--- src/rtl/frogger_pkg.sv ---
`default_nettype none
// ============================================================================
// Module      : frogger_pkg
// Description : Shared coordinate widths, screen bounds, lane FSM state
//               encoding and speed-per-level helper for the Frogger lanes.
// Revision    : 1.0 - initial release
// ============================================================================
package frogger_pkg;

    localparam int X_W = 10;
    localparam int Y_W = 9;

    localparam int SCREEN_X_MIN = 20;
    localparam int SCREEN_X_MAX = 640;

    localparam logic [1:0] ST_IDLE   = 2'd0;
    localparam logic [1:0] ST_RUN    = 2'd1;
    localparam logic [1:0] ST_FROZEN = 2'd2;

    // Pixels per movement step: 1x, 2x, then 3x base from level 2 upward.
    function automatic logic [10:0] speed_for_level(input logic [2:0]  lvl,
                                                    input logic [10:0] base);
        if (lvl == 3'd0) begin
            return base;
        end else if (lvl == 3'd1) begin
            return base << 1;
        end else begin
            return base + (base << 1);
        end
    endfunction

endpackage
`default_nettype wire

--- src/rtl/tick_gen.sv ---
`default_nettype none
// ============================================================================
// Module      : tick_gen
// Description : Clock-enable divider. Counts 0..DIV-1 while enabled and
//               raises tick combinationally on the cycle whose edge wraps it.
// Revision    : 1.0 - initial release
// ============================================================================
module tick_gen #(
    parameter int DIV = 4
) (
    input  logic clk_in,
    input  logic reset_in,
    input  logic en,
    input  logic clr,
    output logic tick
);

    localparam int             CW   = (DIV > 1) ? $clog2(DIV) : 1;
    localparam logic [CW-1:0]  LAST = CW'(DIV - 1);

    logic [CW-1:0] cnt;

    // Clear beats enable, so a lane dropping to idle never emits a wrap tick.
    assign tick = en && !clr && (cnt == LAST);

    // Divider counter: clear, else advance/wrap while enabled, else hold.
    always_ff @(posedge clk_in) begin
        if (!reset_in || clr) begin
            cnt <= '0;
        end else if (en) begin
            cnt <= (cnt == LAST) ? '0 : cnt + CW'(1);
        end
    end

endmodule
`default_nettype wire

--- src/rtl/lane_traffic.sv ---
`default_nettype none
// ============================================================================
// Module      : lane_traffic
// Description : N-car horizontal lane generator with level-dependent speed,
//               configurable direction and edge wrap-around; outputs packed
//               bounding boxes for rendering and collision checking.
// Revision    : 1.0 - initial release
// ============================================================================
module lane_traffic
    import frogger_pkg::*;
#(
    parameter int NUM_CARS   = 3,
    parameter int TICK_DIV   = 15000000,
    parameter int DIR        = 0,
    parameter int X_MIN      = SCREEN_X_MIN,
    parameter int X_MAX      = SCREEN_X_MAX,
    parameter int CAR_W      = 60,
    parameter int LANE_T     = 110,
    parameter int LANE_H     = 40,
    parameter int SPACING    = 200,
    parameter int SPEED_BASE = 20
) (
    input  logic                      clk_in,
    input  logic                      reset_in,
    input  logic                      run,
    input  logic                      freeze,
    input  logic [2:0]                level,
    output logic [X_W*NUM_CARS-1:0]   car_l,
    output logic [X_W*NUM_CARS-1:0]   car_r,
    output logic [Y_W*NUM_CARS-1:0]   car_t,
    output logic [Y_W*NUM_CARS-1:0]   car_b,
    output logic                      moving,
    output logic                      step
);

    localparam logic [10:0] L_MIN = 11'(X_MIN);
    localparam logic [10:0] L_MAX = 11'(X_MAX - CAR_W);

    generate
        if (X_MIN + (NUM_CARS - 1) * SPACING > X_MAX - CAR_W) begin : g_bad_layout
            $error("lane_traffic: initial layout does not fit the playfield");
        end
    endgenerate

    logic [1:0]  state;
    logic [1:0]  state_nxt;
    logic        tick;
    logic        tick_en;
    logic        tick_clr;
    logic [10:0] speed;

    assign tick_en  = (state == ST_RUN);
    assign tick_clr = ~run;
    assign speed    = speed_for_level(level, 11'(SPEED_BASE));

    // Next state: run low always forces idle; otherwise freeze picks RUN/FROZEN.
    always_comb begin
        state_nxt = ST_IDLE;
        if (run) begin
            state_nxt = freeze ? ST_FROZEN : ST_RUN;
        end
    end

    // State register plus registered status outputs.
    always_ff @(posedge clk_in) begin
        if (!reset_in) begin
            state  <= ST_IDLE;
            moving <= 1'b0;
            step   <= 1'b0;
        end else begin
            state  <= state_nxt;
            moving <= (state_nxt == ST_RUN);
            step   <= tick;
        end
    end

    tick_gen #(
        .DIV (TICK_DIV)
    ) u_tick_gen (
        .clk_in   (clk_in),
        .reset_in (reset_in),
        .en       (tick_en),
        .clr      (tick_clr),
        .tick     (tick)
    );

    generate
        for (genvar i = 0; i < NUM_CARS; i++) begin : g_car
            localparam logic [X_W-1:0] INIT_L = X_W'(X_MIN + i * SPACING);
            localparam logic [X_W-1:0] INIT_R = X_W'(X_MIN + i * SPACING + CAR_W);

            logic [X_W-1:0] l_q;
            logic [X_W-1:0] r_q;
            logic [10:0]    l_ext;
            logic [X_W-1:0] l_nxt;

            assign l_ext = {1'b0, l_q};

            // Candidate position, compared at 11 bits so the sum cannot wrap.
            always_comb begin
                l_nxt = l_q;
                if (DIR == 0) begin
                    if (l_ext + speed > L_MAX) begin
                        l_nxt = X_W'(L_MIN);
                    end else begin
                        l_nxt = X_W'(l_ext + speed);
                    end
                end else begin
                    if (l_ext < L_MIN + speed) begin
                        l_nxt = X_W'(L_MAX);
                    end else begin
                        l_nxt = X_W'(l_ext - speed);
                    end
                end
            end

            // Car position: initial layout in reset/idle, advance on each tick.
            always_ff @(posedge clk_in) begin
                if (!reset_in || !run) begin
                    l_q <= INIT_L;
                    r_q <= INIT_R;
                end else if (tick) begin
                    l_q <= l_nxt;
                    r_q <= l_nxt + X_W'(CAR_W);
                end
            end

            assign car_l[X_W*i +: X_W] = l_q;
            assign car_r[X_W*i +: X_W] = r_q;
            assign car_t[Y_W*i +: Y_W] = Y_W'(LANE_T);
            assign car_b[Y_W*i +: Y_W] = Y_W'(LANE_T + LANE_H);
        end
    endgenerate

endmodule
`default_nettype wire
--- config.mk ---
export PLATFORM = sky130hd
export DESIGN_NAME = lane_traffic
export DESIGN_NICKNAME = d
export VERILOG_FILES = /design/src/rtl/frogger_pkg.sv /design/src/rtl/tick_gen.sv /design/src/rtl/lane_traffic.sv
export SDC_FILE = /design/constraint.sdc
export NUM_CORES = 1
export LEC_CHECK = 0
export CORE_MARGIN = 2
export CORE_UTILIZATION = 40
export CTS_CLUSTER_SIZE = 25
export DETAILED_ROUTE_END_ITERATION = 12
export MAX_ROUTING_LAYER = met4
export PLACE_DENSITY = 0.69
export SLEW_MARGIN = 20
export SYNTH_ARGS = -nofsm -noshare
export SYNTH_HDL_FRONTEND = slang
export SYNTH_HIERARCHICAL = 1
export SYNTH_SLANG_ARGS = --single-unit
--- constraint.sdc ---
create_clock -name clk_in -period 4.38 [get_ports clk_in]
set_clock_uncertainty 0.2 [all_clocks]
set_input_delay 0.657 -clock clk_in [delete_from_list [all_inputs] [get_ports clk_in]]
set_output_delay 0.657 -clock clk_in [all_outputs]
set_load 0.005 [all_outputs]
==> flow_metrics.py <==
metrics = {
    "run_status": {
        "outcome": "complete, no violations",
    },
    "setup_path": {
        "crit_path_top_delay_cell": "fa_1",
        "timing.critical_path.max_delay_family": "simple AND/OR/NAND/NOR gates",
        "worstSetupStartpointType": "primary input",
        "critical_path_buf_inv_count": 2,
        "criticalPathCategory": "in2reg",
        "slowest_delay_ns": 0.44,
        "ff2ff_path_depth": 14,
        "worst-endpoint-arrival_ns": 4.31,
        "cp.depth": 15,
        "critical_path_cell_by_cell": "clkdlybuf4s50_1 > or3_4 > fa_1 > a21o_1 > a21o_4 > nor4b_4 > a211oi_2 > nor4_1 > ha_1 > inv_1 > or2_2 > o2111ai_2 > mux2i_1 > mux2_2 > nor2_1",
        "cp_max_fo": 4,
        "cp-end-kind": "register",
        "worst_ep_required_time_ns": 4.44,
    },
    "sta": {
        "final.hold.worst_slack_ns": 0.2535,
        "post-route-min-period_ns": 4.252,
        "setup_tns_ns": 0,
        "worst-slew-pin-transition_ns": 0.9825,
        "slew-limit-headroom_pct": 34.34,
        "finalMaxSlewViolations": 0,
        "layout_worst_path_cycle_share_pct": 97.07,
        "max_clock_freq_mhz": 235.2,
        "finalHoldViolCount": 0,
        "setup_viol": 0,
    },
    "logic_synthesis": {
        "synth-seq-area-share_pct": 29.53,
        "synth_top_flop_cell": "dfxtp_1",
        "synthesis_stage_register_bit_count": 75,
        "syn-mean-instance-area_um2": 8.602,
        "synth.distinct_cells": 82,
        "asyncSetResetFlopFracSynth_pct": 0,
        "synth.yosys.warnings": 6,
        "netlist.top_cell.by_area": "dfxtp_1",
        "number_of_enable_flip_flop_cells_after_synthesis": 0,
        "synth.cell_area_um2": 5084,
        "netlist_top_cells_area": "dfxtp_1 (30%), buf_4 (9.9%), xnor2_1 (4.7%)",
        "synth.top_cell.area_share_pct": 29.53,
        "synth_cells": 591,
    },
    "drt": {
        "routed-via-count": 4445,
        "route.final.wire_length_mm": 12.64,
        "avgRoutedWirePerCell_um": 14.78,
        "drt_pre_antenna_iters": 5,
        "drt_iter0_markers": 172,
        "postRouteAntennaNets": 0,
        "detail_route.vias_per_cell": 5.199,
        "detail_route.drc_violations": 0,
    },
    "placed_design": {
        "dp_hpwl_mm": 9.038,
        "gp_congestion": 0.9147,
        "place.port_buffers": 56,
        "numPlacedInstances": 840,
    },
    "die": {
        "die_height_um": 116.7,
        "start_util_pct": 40.61,
        "die_area_um2": 13630,
        "coreArea_um2": 12520,
        "die-width_um": 116.7,
        "fp-row-count": 41,
        "num_io_pins": 123,
    },
    "final_layout": {
        "insertedDiodeCount": 0,
        "nets": 706,
        "layout-area-overhead-vs-synth_pct": 22.69,
        "sequential_standard_cell_area_um2": 1501,
        "post_route_cells_drive_above_1_share_pct": 17.28,
        "fill_cells": 1201,
        "post_layout_nonfiller_instances": 855,
        "multi_input_area_um2": 3202,
    },
    "global_route": {
        "grt_first_pass_wirelength_mm": 20.38,
        "grt_residual_overflow": 0,
        "grt_pass1_vias": 4179,
        "antenna_found_initial": 0,
        "grt_use_total_pct": 19.31,
        "largest_net_degree_at_the_start_of_global_routing": 40,
    },
    "clock_network": {
        "clkSlewWorstSetupHoldPaths_ns": 0.06,
        "ctsRootBufferMaster": "clkbuf_16",
        "cts.sinks": 75,
        "cts_tree": "built",
        "postCtsHoldBufs": 0,
        "number_of_levels_in_the_clock_h_tree": 3,
        "tritoncts.num_buffers": 9,
        "clk_path_buf_depth": 2,
        "worst_skew_late_latency_ns": 0.34,
    },
    "power": {
        "max-vdd-ir-drop_mv": 0.2148,
        "leakagePower_nw": 2.358,
        "p_per_area_nw_per_um2": 266.7,
    },
    "run": {
        "max_cap_viol_count": 0,
    },
    "hold_path": {
        "worstHoldPathCells": 2,
        "min-delay-path-class": "reg2reg",
    },
}
-- kinds of logic (layout without fill, tap and decap cells) --
family | after synthesis | after routing | share of synthesized area, %
other | 2 | 66 | 0.1477
DFF | 75 | 75 | 29.53
buffers and inverters | 107 | 135 | 13.86
muxes | 6 | 6 | 1.231
xor gates and xnor gates | 43 | 43 | 7.704
and+or+nand+nor | 196 | 196 | 21.46
adders and majority gates | 19 | 19 | 5.119
AOI/OAI and AO/OA | 143 | 143 | 20.95
-- Yosys cell counts, drive strengths merged, types with 3 or more instances --
library cell and number:
nand2 38, and4 5, nor4b 5, or2 5, xnor2 27, nor2 52, fa 3, nor2b 7
a21o 7, o31ai 11, nor4 10, mux2i 4, buf 78, inv 13, a21oi 34, or4 7
o211ai 6, a211o 3, o32a 3, o2111ai 4, ha 16, dfxtp 75, clkbuf 16, nor3 17
a211oi 10, o22ai 3, and3 9, or3 7, a31oi 6, nand3 15, and2 7, nand4 8
xor2 16, o21ai 37
-- report_power, final --
group	switching [mW]	leakage (nW)	internal [mW]
clock	0.287	0.151	0.509
combinational	0.107	1.60	0.0779
sequential	0.000413	0.605	0.683
-- state kept, by name (all words and copies together), names as in the netlist --
name            flops
g_car.l_q          24
u_tick_gen/cnt     24
state               1
step                1
g_car.r_q          24
moving              1
-- per-stage QoR --
| step | setup slack, ns | power, mW | instance area [um^2] | utilization, % |
|---|---|---|---|---|
| global placement | -0.1740 | 0.8711 | 5832 | 46.59 |
| finish | 0.1284 | 1.663 | 6237 | 49.83 |
| detailed placement | -0.2481 | 0.8739 | 5832 | 46.59 |
| CTS | 0.07248 | 1.672 | 6147 | 49.11 |
| global route | -0.01983 | 1.726 | 6237 | 49.83 |
| floorplan | 0.1603 | 0.8559 | 5324 | - |
-- worst min-delay path: cells and delay by family (launching register included) --
family / cells / cell delay [ns]
DFF: 1 / 0.31
and+or+nand+nor: 1 / 0.05
AOI/OAI and AO/OA: 1 / 0.05
-- path summary, 6_finish.rpt --
check | start | endpoint | slack [ns]
setup / recovery | level[0] | g_car[0].r_q[8] | 0.13
hold / removal | g_car[0].r_q[7] | g_car[0].r_q[7] | 0.25
setup reg to reg | g_car[0].l_q[2] | g_car[0].r_q[8] | 0.75
hold reg to reg | g_car[0].r_q[7] | g_car[0].r_q[7] | 0.25
-- area by class of cell --
| type | count | area share, % |
|---|---|---|
| Sequential cell | 75 | 24.07 |
| Clock buffer | 10 | 3.831 |
| Tap cell | 172 | 3.450 |
| Inverter | 13 | 0.7823 |
| Clock inverter | 4 | 1.224 |
| Multi-Input combinational cell | 473 | 51.33 |
| Timing Repair Buffer | 108 | 15.31 |
-- placed cells by master, fill, tap and decap left out, types with 6 or more instances in the layout --
master,count
dfxtp_1,75
nor2b_1,7
nor4_1,8
nand3_1,15
clkbuf_16,9
o211ai_1,6
and3_1,8
inv_1,12
and2_1,6
o21ai_0,28
buf_4,51
ha_1,14
o31ai_1,10
clkdlybuf4s50_1,56
conb_1,66
xor2_1,14
nand4_1,7
nor2_1,49
nand2_1,37
or3_1,6
o21ai_1,7
a21oi_1,29
a21o_1,6
xnor2_1,27
nor3_1,15
-- what timing repair did --
item	in CTS	in global routing
gates resized for setup	0	16
setup endpoints to repair	0	7
buffers inserted	0	1
-- per-layer routing --
layer | track usage [%] | vias to the layer above | share of wire [%]
li1 | - | 2174 | -
met1 | 25.06 | 2078 | 45
met2 | 30.02 | 162 | 48
met3 | 3.373 | 31 | 5.1
met4 | 7.451 | 0 | 2.1
met5 | - | - | 0
No activity file was read; power rests on OpenSTA's default activity.
